[config.mk]
export PLATFORM = sky130hd
export DESIGN_NAME = multicycle_ctrl
export DESIGN_NICKNAME = d
export VERILOG_FILES = /design/src/rtl/rv_ctrl_pkg.sv /design/src/rtl/alu_op_decode.sv /design/src/rtl/multicycle_ctrl.sv
export SDC_FILE = /design/constraint.sdc
export NUM_CORES = 1
export LEC_CHECK = 0
export CORE_ASPECT_RATIO = 1.1
export CORE_MARGIN = 3
export CORE_UTILIZATION = 46
export CTS_CLUSTER_SIZE = 8
export DETAILED_ROUTE_END_ITERATION = 10
export PLACE_DENSITY = 0.93
export SLEW_MARGIN = 5
export SYNTH_ARGS = -nofsm -noshare
export SYNTH_HDL_FRONTEND = slang
export SYNTH_SLANG_ARGS = --single-unit
[constraint.sdc]
create_clock -name clk -period 6 [get_ports clk]
set_input_delay 1.2 -clock clk [delete_from_list [all_inputs] [get_ports clk]]
set_output_delay 1.2 -clock clk [all_outputs]
set_load 0.01 [all_outputs]
[src/rtl/rv_ctrl_pkg.sv]
// Shared definitions for the multi-cycle RV32I+MUL control sequencer.
// Contents: FSM state enum, ALU operation codes, opcode / funct constants
// and the operand, writeback and next-PC select encodings.
package rv_ctrl_pkg;

    typedef enum logic [3:0] {
        StFetch,
        StDecode,
        StExec,
        StWb,
        StAddr,
        StMem,
        StBranch,
        StJump,
        StTrap
    } ctrl_state_e;

    // ALU operation codes
    localparam logic [3:0] AluAdd  = 4'h0;
    localparam logic [3:0] AluSub  = 4'h1;
    localparam logic [3:0] AluMul  = 4'h2;
    localparam logic [3:0] AluAnd  = 4'h3;
    localparam logic [3:0] AluOr   = 4'h4;
    localparam logic [3:0] AluXor  = 4'h5;
    localparam logic [3:0] AluSll  = 4'h6;
    localparam logic [3:0] AluSrl  = 4'h7;
    localparam logic [3:0] AluSra  = 4'h8;
    localparam logic [3:0] AluSlt  = 4'h9;
    localparam logic [3:0] AluSltu = 4'hA;
    localparam logic [3:0] AluBeq  = 4'hB;
    localparam logic [3:0] AluBne  = 4'hC;
    localparam logic [3:0] AluBlt  = 4'hD;
    localparam logic [3:0] AluBge  = 4'hE;
    localparam logic [3:0] AluBgeu = 4'hF;

    // Major opcodes
    localparam logic [6:0] OpcLoad   = 7'b0000011;
    localparam logic [6:0] OpcOpImm  = 7'b0010011;
    localparam logic [6:0] OpcAuipc  = 7'b0010111;
    localparam logic [6:0] OpcStore  = 7'b0100011;
    localparam logic [6:0] OpcOp     = 7'b0110011;
    localparam logic [6:0] OpcLui    = 7'b0110111;
    localparam logic [6:0] OpcBranch = 7'b1100011;
    localparam logic [6:0] OpcJalr   = 7'b1100111;
    localparam logic [6:0] OpcJal    = 7'b1101111;

    // funct7 variants
    localparam logic [6:0] F7Base = 7'b0000000;
    localparam logic [6:0] F7Alt  = 7'b0100000;
    localparam logic [6:0] F7Mul  = 7'b0000001;

    localparam logic [2:0] F3Bltu = 3'b110;

    // Operand A select
    localparam logic [1:0] SrcARs1  = 2'd0;
    localparam logic [1:0] SrcAPc   = 2'd1;
    localparam logic [1:0] SrcAZero = 2'd2;

    // Operand B select
    localparam logic [1:0] SrcBRs2 = 2'd0;
    localparam logic [1:0] SrcBImm = 2'd1;

    // Writeback source select
    localparam logic [1:0] WbAlu  = 2'd0;
    localparam logic [1:0] WbLoad = 2'd1;
    localparam logic [1:0] WbPc4  = 2'd2;

    // Next-PC select
    localparam logic PcPlus4 = 1'b0;
    localparam logic PcAlu   = 1'b1;

endpackage

[src/rtl/alu_op_decode.sv]
// Combinational instruction decoder: opcode/funct3/funct7 -> ALU code and
// a legality bit. Serves both the EXEC path (OP / OP-IMM) and the BRANCH
// path (compare codes); address and link computations decode to add.
// Ports:
//   opcode_i  major opcode (ir[6:0])
//   funct3_i  ir[14:12]
//   funct7_i  ir[31:25]
//   alu_op_o  ALU operation code
//   legal_o   1 when the encoding is supported
module alu_op_decode
    import rv_ctrl_pkg::*;
(
    input  logic [6:0] opcode_i,
    input  logic [2:0] funct3_i,
    input  logic [6:0] funct7_i,
    output logic [3:0] alu_op_o,
    output logic       legal_o
);

    logic is_op;

    assign is_op = (opcode_i == OpcOp);

    always_comb begin
        alu_op_o = AluAdd;
        legal_o  = 1'b1;
        case (opcode_i)
            OpcOp, OpcOpImm: begin
                case (funct3_i)
                    3'b000: begin
                        // OP-IMM funct7 bits are immediate bits, so only OP picks sub/mul
                        if (is_op && funct7_i == F7Alt) begin
                            alu_op_o = AluSub;
                        end else if (is_op && funct7_i == F7Mul) begin
                            alu_op_o = AluMul;
                        end else begin
                            alu_op_o = AluAdd;
                        end
                    end
                    3'b001:  alu_op_o = AluSll;
                    3'b010:  alu_op_o = AluSlt;
                    3'b011:  alu_op_o = AluSltu;
                    3'b100:  alu_op_o = AluXor;
                    3'b101:  alu_op_o = funct7_i[5] ? AluSra : AluSrl;
                    3'b110:  alu_op_o = AluOr;
                    default: alu_op_o = AluAnd;
                endcase
                if (is_op) begin
                    legal_o = (funct7_i == F7Base) ||
                              (funct7_i == F7Alt && (funct3_i == 3'b000 || funct3_i == 3'b101)) ||
                              (funct7_i == F7Mul && funct3_i == 3'b000);
                end else if (funct3_i == 3'b001) begin
                    legal_o = (funct7_i == F7Base);
                end else if (funct3_i == 3'b101) begin
                    legal_o = (funct7_i == F7Base) || (funct7_i == F7Alt);
                end
            end
            OpcBranch: begin
                case (funct3_i)
                    3'b000:  alu_op_o = AluBeq;
                    3'b001:  alu_op_o = AluBne;
                    3'b100:  alu_op_o = AluBlt;
                    3'b101:  alu_op_o = AluBge;
                    3'b110:  alu_op_o = AluSltu;
                    3'b111:  alu_op_o = AluBgeu;
                    default: legal_o  = 1'b0;
                endcase
            end
            OpcLui, OpcAuipc, OpcLoad, OpcStore, OpcJal, OpcJalr: alu_op_o = AluAdd;
            default: legal_o = 1'b0;
        endcase
    end

endmodule

[src/rtl/multicycle_ctrl.sv]
// Multi-cycle control sequencer for the RV32I+MUL datapath. Latches each
// fetched instruction and steps it through FETCH/DECODE/EXEC/WB, ADDR/MEM,
// BRANCH or JUMP, driving ALU code, operand selects and datapath strobes.
// Ports:
//   clk, rst_n            clock, async active-low reset
//   instr_valid, instr    instruction memory response
//   mem_ready             data memory access completes this cycle
//   alu_zero/less_than    ALU flags used to resolve branches
//   instr_req             fetch request
//   ir                    latched instruction
//   alu_op, alu_src_a/b   ALU operation and operand selects
//   reg_write, wb_sel     register-file write strobe and source
//   mem_read, mem_write   data memory strobes
//   pc_write, pc_src      PC update strobe and next-PC select
//   illegal               sticky illegal-instruction flag
module multicycle_ctrl #(
    parameter logic [31:0] NOP_INSTR = 32'h0000_0013
) (
    input  logic        clk,
    input  logic        rst_n,
    input  logic        instr_valid,
    input  logic [31:0] instr,
    input  logic        mem_ready,
    input  logic        alu_zero,
    input  logic        alu_less_than,
    output logic        instr_req,
    output logic [31:0] ir,
    output logic [3:0]  alu_op,
    output logic [1:0]  alu_src_a,
    output logic [1:0]  alu_src_b,
    output logic        reg_write,
    output logic [1:0]  wb_sel,
    output logic        mem_read,
    output logic        mem_write,
    output logic        pc_write,
    output logic        pc_src,
    output logic        illegal
);

    import rv_ctrl_pkg::*;

    ctrl_state_e state_q;
    logic [31:0] ir_q;
    logic        illegal_q;

    logic [6:0] opcode;
    logic [2:0] funct3;
    logic [3:0] dec_alu_op;
    logic       dec_legal;
    logic       is_load;

    assign opcode  = ir_q[6:0];
    assign funct3  = ir_q[14:12];
    assign is_load = (opcode == OpcLoad);

    alu_op_decode u_alu_op_decode (
        .opcode_i (opcode),
        .funct3_i (funct3),
        .funct7_i (ir_q[31:25]),
        .alu_op_o (dec_alu_op),
        .legal_o  (dec_legal)
    );

    always_ff @(posedge clk or negedge rst_n) begin
        if (!rst_n) begin
            state_q   <= StFetch;
            ir_q      <= NOP_INSTR;
            illegal_q <= 1'b0;
        end else begin
            case (state_q)
                StFetch: begin
                    if (instr_valid) begin
                        ir_q    <= instr;
                        state_q <= StDecode;
                    end
                end
                StDecode: begin
                    if (!dec_legal) begin
                        state_q   <= StTrap;
                        illegal_q <= 1'b1;
                    end else begin
                        case (opcode)
                            OpcOp, OpcOpImm, OpcLui, OpcAuipc: state_q <= StExec;
                            OpcLoad, OpcStore:                 state_q <= StAddr;
                            OpcBranch:                         state_q <= StBranch;
                            OpcJal, OpcJalr:                   state_q <= StJump;
                            default: begin
                                state_q   <= StTrap;
                                illegal_q <= 1'b1;
                            end
                        endcase
                    end
                end
                StExec: state_q <= StWb;
                StWb:   state_q <= StFetch;
                StAddr: state_q <= StMem;
                StMem: begin
                    if (mem_ready) begin
                        state_q <= is_load ? StWb : StFetch;
                    end
                end
                StBranch, StJump: state_q <= StFetch;
                StTrap:           state_q <= StTrap;
                default:          state_q <= StFetch;
            endcase
        end
    end

    always_comb begin
        instr_req = 1'b0;
        alu_op    = AluAdd;
        alu_src_a = SrcARs1;
        alu_src_b = SrcBRs2;
        reg_write = 1'b0;
        wb_sel    = WbAlu;
        mem_read  = 1'b0;
        mem_write = 1'b0;
        pc_write  = 1'b0;
        pc_src    = PcPlus4;
        unique case (state_q)
            // Request is held off while reset is asserted
            StFetch: instr_req = rst_n;
            StDecode: begin
            end
            StExec: begin
                alu_op = dec_alu_op;
                if (opcode == OpcLui) begin
                    alu_src_a = SrcAZero;
                    alu_src_b = SrcBImm;
                end else if (opcode == OpcAuipc) begin
                    alu_src_a = SrcAPc;
                    alu_src_b = SrcBImm;
                end else if (opcode == OpcOpImm) begin
                    alu_src_b = SrcBImm;
                end
            end
            StWb: begin
                reg_write = 1'b1;
                wb_sel    = is_load ? WbLoad : WbAlu;
                pc_write  = 1'b1;
            end
            StAddr: alu_src_b = SrcBImm;
            StMem: begin
                alu_src_b = SrcBImm;
                mem_read  = is_load;
                mem_write = !is_load;
                // A store retires here; a load retires in WB
                pc_write  = !is_load && mem_ready;
            end
            StBranch: begin
                alu_op   = dec_alu_op;
                pc_write = 1'b1;
                pc_src   = (funct3 == F3Bltu) ? alu_less_than : alu_zero;
            end
            StJump: begin
                reg_write = 1'b1;
                wb_sel    = WbPc4;
                alu_src_a = (opcode == OpcJal) ? SrcAPc : SrcARs1;
                alu_src_b = SrcBImm;
                pc_write  = 1'b1;
                pc_src    = PcAlu;
            end
            StTrap: begin
            end
            default: begin
            end
        endcase
    end

    assign ir      = ir_q;
    assign illegal = illegal_q;

endmodule

==> run summary <==
The overall routing resource usage came out at 0.201. The HPWL after detailed placement came out at approximately 3700 um. Compared with the post-synthesis result, the final layout area differs by 48.2%.

The routed layout has approximately 1800 vias. Setup violations remaining at the end of the flow were counted as 0. The sequential element share of the synthesized area came out at 0.461. Setup repair after global routing left no endpoint under its margin. After synthesis, the largest family of logic cells by area is simple AND/OR/NAND/NOR gates. The layout has 309 filler cells.

The library cell contributing the largest single delay on the critical path is sky130_fd_sc_hd__clkdlybuf4s50_1. For the worst setup path, the data required time is roughly 4800 ps. In the final timing run, aggregate negative setup slack is 0 ps. The xor and xnor fraction of the mapped netlist area came out at 0.00434. The setup check on the worst reg-to-reg path leaves a slack of between 4000 and 5000 ps. The via density per instance came out at ~5.5. The final count of hold timing violations is 0.

Gates resized during post-CTS repair numbered 0. In this run the horizontal extent of the chip is about 69 um. The multi-input combinational cells in the finished layout cover a total of slightly above 1000 um2.

The number of top-level design ports is slightly below 90. The share of synthesized registers carrying an async set or reset is 1.00. Clock tree synthesis selected as its root buffer the cell sky130_fd_sc_hd__clkbuf_8.

The clock slew seen by the registers of the worst setup and hold paths came out at 70 ps. Max-cap violations in this run came to 0. The global placement routability congestion is between 0.8 and 0.9. The fraction of layout instances using a drive strength above 1 came out at 0.0554.

After technology mapping, the gate count stands at about 190. For the worst-skew pair, the clock arrives at the later sink with an insertion delay of 280 ps. The core region is about 4100 um2. The cell area after placement is 2870 um2. The multiplexer share of the synthesized area is 0.184. The synthesized-area fraction occupied by ao, oa, aoi and oai cells is 0.130. The residual overflow from global routing is 0. The relative max-transition margin is 0.455.

The number of nets produced by synthesis came out at 229. The starting density of the core came out at 0.494. In this run the worst path has a maximum fanout of 1. The total of warnings raised by yosys came out at 0. The commonest register cell after synthesis is sky130_fd_sc_hd__dfrtp_1. The number of setup buffers added after CTS is 0. The highest ir drop seen on vdd came out at around 0.32 mV.

The kind of cell adding the most delay to the critical path is buffers and inverters. STA classifies the critical path startpoint as an input pin. The floorplan has 24 rows. The ratio of final minimum period to clock period came out at 0.651. The largest net degree at the start of global routing is 39. The CTS buffer count is 5. In this design, the critical path's most frequently occurring cell is sky130_fd_sc_hd__clkdlybuf4s50_1. The die footprint is ~5200 um2. The number of unique standard cell types used by synthesis came out at between 40 and 50. The finished cells cover 2990 um2. The basic-gate share of the synthesized area counting and, or, nand and nor cells is 0.185. The number of synthesized flops with an enable pin came out at 0. The synthesized design contains 37 register bits. The worst setup path is captured at an output pin. The shortest period the worst path allows is between 3000 and 4000 ps. The count of antenna-violating nets left after detailed routing came out at 0. In this run the worst hold path is classified as flip-flop to flip-flop. The via count of the first global-routing pass is 1690. The wire length of the first global-routing pass came out at between 8000 and 9000 um. The count of buffering cells on the critical path with inverters included is 2. The worst setup path is of the input pin to output pin kind. In this run the cell area of the synthesized design comes to 2020 um2. The post-route DRC violation count came out at 0.

For this block, the initial DRC count from the detailed router was approximately 250. Traced cell by cell, the critical path runs through clkdlybuf4s50_1 -> mux2_2 -> nor2_1 -> nor4bb_1 -> clkdlybuf4s50_1. The synthesized area per cell is approximately 11 um2. TritonCTS built the clock tree.

The adder-cell share of the synthesized area is 0. Timing would allow up to between 200 and 300 MHz. The net count of the finished layout is ~300.

The leakage power of the design is 0.00118 uW. For this run, the slowest stage of the critical path takes 590 ps. The number of I/O port buffers came out at 85.

The CTS H-tree depth is 2. The wire length per cell after detailed routing came out at 15.6 um. The number of buffers inserted by hold repair at cts came out at 0. CTS saw 37 sinks. The power per cell area is around 450 nW/um2. For this block, the routed nets add up to just over 5000 um of wire. In the final layout, flip-flops and latches occupy 930 um2. At the pin with the least slew margin, the transition time is 818 ps.

The first TritonRoute pass finished after 4 iterations. STA puts the critical path data arrival time at 2710 ps. The maximum count of clock buffers along a single path is 2. The number of antenna violations at the first check in global routing came out at 0.

The clock skew came out at ~4.1 ps. The y dimension of the die came out at 75.5 um. The antenna diode count came out at 0. The max-slew violation count came to 0.

The flow ran to the end, and the final reports show no timing, DRC or antenna violations.
-- metrics by stage --
| step | util | worst slack [ps] | power [uW] | instances | hold slack, ps |
|---|---|---|---|---|---|
| after floorplan | - | 2950 | 818 | 191 | 513 |
| after global placement | 0.704 | 2150 | 1120 | 315 | 472 |
| after detailed placement | 0.704 | 2080 | 1140 | 315 | 482 |
| after CTS | 0.732 | 2070 | 1370 | 323 | 497 |
| after global routing | 0.732 | 1930 | 1450 | 323 | 512 |
| final | 0.732 | 2090 | 1360 | 323 | 495 |
-- area by class of cell --
type                       count  share of cell area
inverter                       2             0.00251
sequential                    37               0.311
timing repair buffer          86               0.285
clock buffer                   7              0.0289
clock inverter                 1              0.0100
tap                           52              0.0218
multi-input combinational    138               0.341
-- kinds of logic (layout without fill, tap and decap cells) --
logic type,Yosys count,in the layout
other,1,1
muxes,33,33
xor gates and xnor gates,1,1
AOI/OAI and AO/OA,39,39
and+or+nand+nor,64,64
DFF,37,37
buffers and inverters,16,96
-- state kept, by name, indices dropped and copies added, names as in the netlist --
signal and flops:
state_q 4, ir 32, illegal 1
-- layout by cell type (no fill, tap or decap), types with 4 or more instances in the layout --
cell / instances
sky130_fd_sc_hd__o21ai_0: 5
sky130_fd_sc_hd__dfrtp_1: 34
sky130_fd_sc_hd__and3_1: 4
sky130_fd_sc_hd__o21ai_1: 4
sky130_fd_sc_hd__nor2_1: 17
sky130_fd_sc_hd__clkdlybuf4s50_1: 84
sky130_fd_sc_hd__mux2_1: 32
sky130_fd_sc_hd__a21oi_1: 13
sky130_fd_sc_hd__nand2_1: 11
sky130_fd_sc_hd__clkbuf_8: 6
sky130_fd_sc_hd__nand3b_1: 4
-- worst reg2reg max path, stage by stage (launching register included) --
cell and delay [ps]:
sky130_fd_sc_hd__dfrtp_1 590, sky130_fd_sc_hd__nor2b_1 290, sky130_fd_sc_hd__o21ai_0 100, sky130_fd_sc_hd__a211oi_1 390, sky130_fd_sc_hd__o311ai_4 190, sky130_fd_sc_hd__a211o_1 290
-- cells in the mapped netlist, drive strengths merged, types with 2 or more instances --
cell type,number,area (um2)
mux2,33,372
nor3b,2,15.0
nor4,3,18.8
nor4b,3,26.3
a211oi,2,15.0
inv,2,7.51
o21ai,9,45.0
nand2b,2,12.5
nand3b,5,50.1
a31oi,3,18.8
and2,3,18.8
nor2,17,63.8
buf,6,32.5
o311ai,2,35.0
nand2,11,41.3
o21bai,2,15.0
a211o,2,17.5
dfrtp,34,851
and3,4,25.0
nand3,2,10.0
nor3,2,10.0
or4,2,15.0
clkbuf,8,30.0
a21oi,13,65.1
or4b,2,20.0
nor2b,2,12.5
dfstp,3,78.8
-- where the power goes --
part           switching (uW)  leakage, uW  internal (uW)
combinational             244     0.000685            357
sequential                163     0.000434            375
clock                    82.4    0.0000585            135
total                     489      0.00118            867
-- metal layers --
| layer | wire, um | vias to the layer above | track usage |
|---|---|---|---|
| li1 | - | 851 | - |
| met1 | 2080 | 824 | 0.249 |
| met2 | 2480 | 84 | 0.338 |
| met3 | 431 | 6 | 0.0633 |
| met4 | 44 | 0 | 0.0672 |
| met5 | 0 | - | 0 |
-- worst paths after layout --
| check | end | depth (start not counted) | start |
|---|---|---|---|
| setup / recovery | pc_src | 5 | alu_zero |
| hold / removal | ir[21] | 1 | ir[21] |
| setup reg to reg | state_q[1] | 5 | ir[13] |
| hold reg to reg | ir[21] | 1 | ir[21] |
| max in group asynchronous | ir[22] | 1 | rst_n |
| min in group asynchronous | ir[3] | 1 | rst_n |
(Power assumes the default switching activity.)
==> patch 1 (same settings) <==
Reset style: synchronous (`rst_n`), changed in one clocked block. Comments in the files are not updated.
--- a/src/rtl/multicycle_ctrl.sv
+++ b/src/rtl/multicycle_ctrl.sv
@@ -61,7 +61,7 @@
         .legal_o  (dec_legal)
     );
 
-    always_ff @(posedge clk or negedge rst_n) begin
+    always_ff @(posedge clk) begin
         if (!rst_n) begin
             state_q   <= StFetch;
             ir_q      <= NOP_INSTR;
Formal check against the unedited RTL: differs if rst_n is asserted again (counterexample within 4 cycles, from zero or initial values and one cycle with rst_n low); with rst_n held inactive, the same outputs for 4 cycles.
==> patch 1 against the unedited design <==
  * Final cell count is 22% higher
  * Non-clock buffer count stayed put
  * Global-route usage is 0.31 points higher
  * Sequential cell count stayed put
  * Synthesized area is 0.31% higher
  * Wire length is 5.7% higher
  * Critical path type unchanged
  * Cell area is 1.5% lower
  * Worst setup slack worse by 31 ps
  * Register-to-register slack worse by 180 ps
  * First-iteration DRC count is 54% lower
Power is not compared: it rests on default switching activity, and its combinational part moved more than twofold at a synthesized area within 25%.
==> patch 1: results (changes against the unedited design) <==
stage,metric,value,unit,change
synth,synth cell count leaders,"nand2_1, dfxtp_1, a21boi_1, clkbuf_1, nor2_1",,
place,Post-Place Worst Slack,2060,ps,-16.0 ps
grt,vias in the first global route,1952,,+16%
place,post-DP HPWL,4.00,mm,+9.2%
setup_path,r2r setup slk,3860,ps,-180 ps
setup_path,crit path DAT,2740,ps,+30 ps
worst_hold_path,worst hold path stage count,2,,+1
place,Placer Congestion,0.850,,+0.14%
synth,top-area cell type share of the netlist area,36.6,%,-5.6 points
synth,synth unique cells,46,,+4.5%
route,final WL,5.33,mm,+5.7%
grt,gr usage total,20.4,%,+0.31 points
pwr,Tot Pwr,722,µW,
route,initial drt markers,112,,-54%
finish,layout cell share with drive strength beyond 1,3.80,%,-1.7 points
synth,"Seq/Total Area, Yosys",36.6,%,-9.5 points
grt,first-pass GRT wire length,8.69,mm,+4.3%
finish,Nets,379,,+23%
route,post-DR vias/cell,5.28,,-3.3%
setup_path,reg2reg start,state_q[2]$_SDFFE_PN0P_,,
run_status,status,finished clean,,
setup_path,R2R Path End,ir[1]$_SDFFE_PN1P_,,
worst_hold_path,HP Start,ir[18]$_SDFFE_PN0P_,,
setup_path,Reg2Reg Depth,4,,-1
timing,final worst clock skew,1.13,ps,-2.95 ps
synth,syn_nets,307,,+34%
==> patch 1: per-stage QoR <==
step | instances | hold WS (ps) | instance area, µm² | util, %
final | 394 | 453 | 2950 | 71.6
after global placement | 386 | 440 | 2860 | 69.6
after floorplan | 269 | 479 | 2020 | -
after detailed placement | 386 | 445 | 2860 | 69.6
after CTS | 394 | 454 | 2950 | 71.6
after global routing | 394 | 471 | 2950 | 71.6
==> patch 1: kinds of logic after synthesis <==
logic type,count (synthesis),synth area share (%)
other,1,0.185
xor gates and xnor gates,1,0.433
AOI/OAI and AO/OA,70,23.2
and+or+nand+nor,134,33.8
muxes,2,1.05
DFF,37,36.6
buffers and inverters,24,4.70
==> patch 1: how the worst max path moves through the flow <==
| stage | slack (ps) | endpoint | depth (start not counted) |
|---|---|---|---|
| after floorplan | 2900 | instr_req | 3 |
| after global placement | 2080 | instr_req | 4 |
| after detailed placement | 2060 | instr_req | 4 |
| after CTS | 2050 | instr_req | 4 |
| after global routing | 1950 | alu_op[1] | 6 |
| final | 2060 | instr_req | 4 |
==> patch 1: worst max-delay path, delay by kind of cell <==
| family | cells | cell delay, ps |
|---|---|---|
| AND/OR/NAND/NOR | 1 | 210 |
| buffers and inverters | 3 | 1320 |
==> patch 1: cell type report <==
cell class,instances,area [µm²],share of cell area [%]
Inverter,3,11.3,0.382
Clock buffer,6,72.6,2.46
Timing Repair Buffer,86,858,29.1
Clock inverter,2,10.0,0.340
Sequential cell,37,741,25.1
Multi-Input combinational cell,208,1190,40.3
Tap cell,52,65.1,2.21
==> patch 1: metal layers <==
metal	part of all wire (%)	vias up	global-route usage, %
met4	2.5	0	8.46
met5	0	-	0
met2	48	63	35.9
met1	42	940	22.2
li1	-	1064	-
met3	7.1	14	8.18
==> patch 1: power by group <==
part | internal [µW] | total [µW] | switching, µW
Sequential | 276 | 316 | 40.6
Clock | 80.4 | 164 | 83.5
Combinational | 126 | 241 | 116
Total | 482 | 722 | 240
==> patch 2 (config.mk and constraints unchanged) <==
Made on the original files. Change the parameter `NOP_INSTR` from 32'h0000_0013 to 32'h00000012.
--- a/src/rtl/multicycle_ctrl.sv
+++ b/src/rtl/multicycle_ctrl.sv
@@ -14,7 +14,7 @@
 //   pc_write, pc_src      PC update strobe and next-PC select
 //   illegal               sticky illegal-instruction flag
 module multicycle_ctrl #(
-    parameter logic [31:0] NOP_INSTR = 32'h0000_0013
+    parameter logic [31:0] NOP_INSTR = 32'h00000012
 ) (
     input  logic        clk,
     input  logic        rst_n,
Behaviour: not the same (a bounded check fails within 4 cycles, from zero or initial values and one cycle with rst_n low).
==> patch 2 against the unedited design <==
  * Total power fell by 3.5%
  * Global-route usage is 0.12 points higher
  * Core utilization down 0.67 points
  * Wire length rose by 1.3%
  * Sequential share of layout area rose by 0.25 points
  * Worst hold slack lost 1.1 ps
  * Worst setup slack worse by 28 ps
  * Sequential cell count stayed put
  * Synthesized area about the same
  * Cell area shrank 0.92%
  * Via count up 0.45%
  * Critical endpoint unchanged
  * Largest cell class unchanged
==> patch 2: results (changes against the unedited design) <==
stage,metric,value,unit,change
finish,Layout area overhead,46.9,%,
place,Port Buffers,85,,unchanged
synth,post-synthesis cell count,191,,unchanged
finish,ANT cells,0,,unchanged
finish,Final clock-cell share,3.04,%,-0.85 points
cts,H-tree levels,2,,unchanged
place,Placer Congestion,0.843,,-0.75%
finish,sequential cell count,37,,unchanged
route,Avg WL per Cell,15.8,µm,+1.3%
grt,met1 Resource Use GR,24.4,%,-0.52 points
timing,Worst-Margin Slew,814,ps,-4.06 ps
grt,GRT met3 Usage,6.46,%,+0.13 points
timing,final worst clock skew,7.49,ps,+3.41 ps
grt,vias in the first global route,1734,,+2.6%
route,post-DR vias/cell,5.49,,+0.45%
synth,"Seq/Total Area, Yosys",46.0,%,about the same
run_status,status,finished clean,,
setup_path,reg2reg start,ir[1]$_DFFE_PN1P_,,
grt,first-pass GRT wire length,8.36,mm,+0.32%
timing,worst hold margin,494,ps,-1.08 ps
finish,Seq/total area,31.3,%,+0.25 points
finish,# fillers,301,,-2.6%
setup_path,CP max-delay cell,clkdlybuf4s50_1,,
synth,synth cell count leaders,"dfrtp_1, mux2_1, nor2_1, a21oi_1, nand2_1",,
synth,synth unique cells,44,,unchanged
setup_path,r2r setup slk,3990,ps,-50 ps
synth,syn_nets,229,,unchanged
setup_path,"CP delay by family, top",buffers and inverters,,
worst_hold_path,HP Start,ir[7]$_DFFE_PN0P_,,
finish,Non-Clock Buffer Count,86,,unchanged
finish,Nets,308,,unchanged
synth,"top cells by area, synth","dfrtp_1, mux2_1, a21oi_1, nor2_1, dfstp_2",,
synth,synthesized area per cell,10.6,µm²,about the same
cts,worst skew pair latency,280,ps,about the same
worst_hold_path,Hold WC Path Type,reg -> reg,,
route,metal2 WL,2.58,mm,+4.1%
finish,multi-input combinational area share,34.4,%,+0.32 points
synth,Most used DFF post-synth,dfrtp_1,,
route,met3 wire len,386,µm,-10%
worst_hold_path,Hold Path End,ir[7]$_DFFE_PN0P_,,
place,post-DP HPWL,3.80,mm,+3.8%
place,Post-Place Worst Slack,2040,ps,-36.8 ps
cts,maximum root-to-sink buffer count,2,,unchanged
floorplanning,Starting Density,49.4,%,about the same
setup_path,R2R Path End,illegal$_DFFE_PN0P_,,
finish,buffer share of cell area,28.8,%,+0.27 points
route,Met1 Routed Length,2.10,mm,+0.86%
finish,clkbuf count,8,,+1
finish,layout cell share with drive strength beyond 1,4.80,%,-0.74 points
setup_path,crit path DAT,2740,ps,+30 ps
grt,gr usage total,20.2,%,+0.12 points
timing,Fmax,254,MHz,-0.71%
timing,max-slew violations,0,,unchanged
grt,routing usage on met2,34.9,%,+1.1 points
pwr,Lkg Pwr,0.00117,µW,-0.99%
pwr,Max VDD drop,0.279,mV,-12%
place,Post-DP Area,2870,µm²,about the same
place,placed insts,315,,unchanged
route,initial drt markers,167,,-32%
cts,postcts setup bufs,0,,unchanged
[patch 2: cell count changes in the layout (fill, tap and decap cells not counted), sizes merged]
cell    before  now
bufinv       1    0
clkbuf       7    8
dfrtp       34   35
dfstp        3    2
[patch 2: kinds of logic (layout without fill, tap and decap cells)]
| group | after synthesis | after routing | share of synthesized area [%] |
|---|---|---|---|
| and+or+nand+nor | 64 | 64 | 18.5 |
| AOI/OAI and AO/OA | 39 | 39 | 13.0 |
| DFF | 37 | 37 | 46.0 |
| muxes | 33 | 33 | 18.4 |
| buffers and inverters | 16 | 96 | 3.47 |
| other | 1 | 1 | 0.186 |
| xor gates and xnor gates | 1 | 1 | 0.434 |
[patch 2: power by group]
part / internal, µW / leakage [µW] / switching (µW)
clock: 93.6 / 0.0000455 / 78.6
sequential: 372 / 0.000435 / 165
combinational: 357 / 0.000685 / 242
total: 823 / 0.00117 / 485
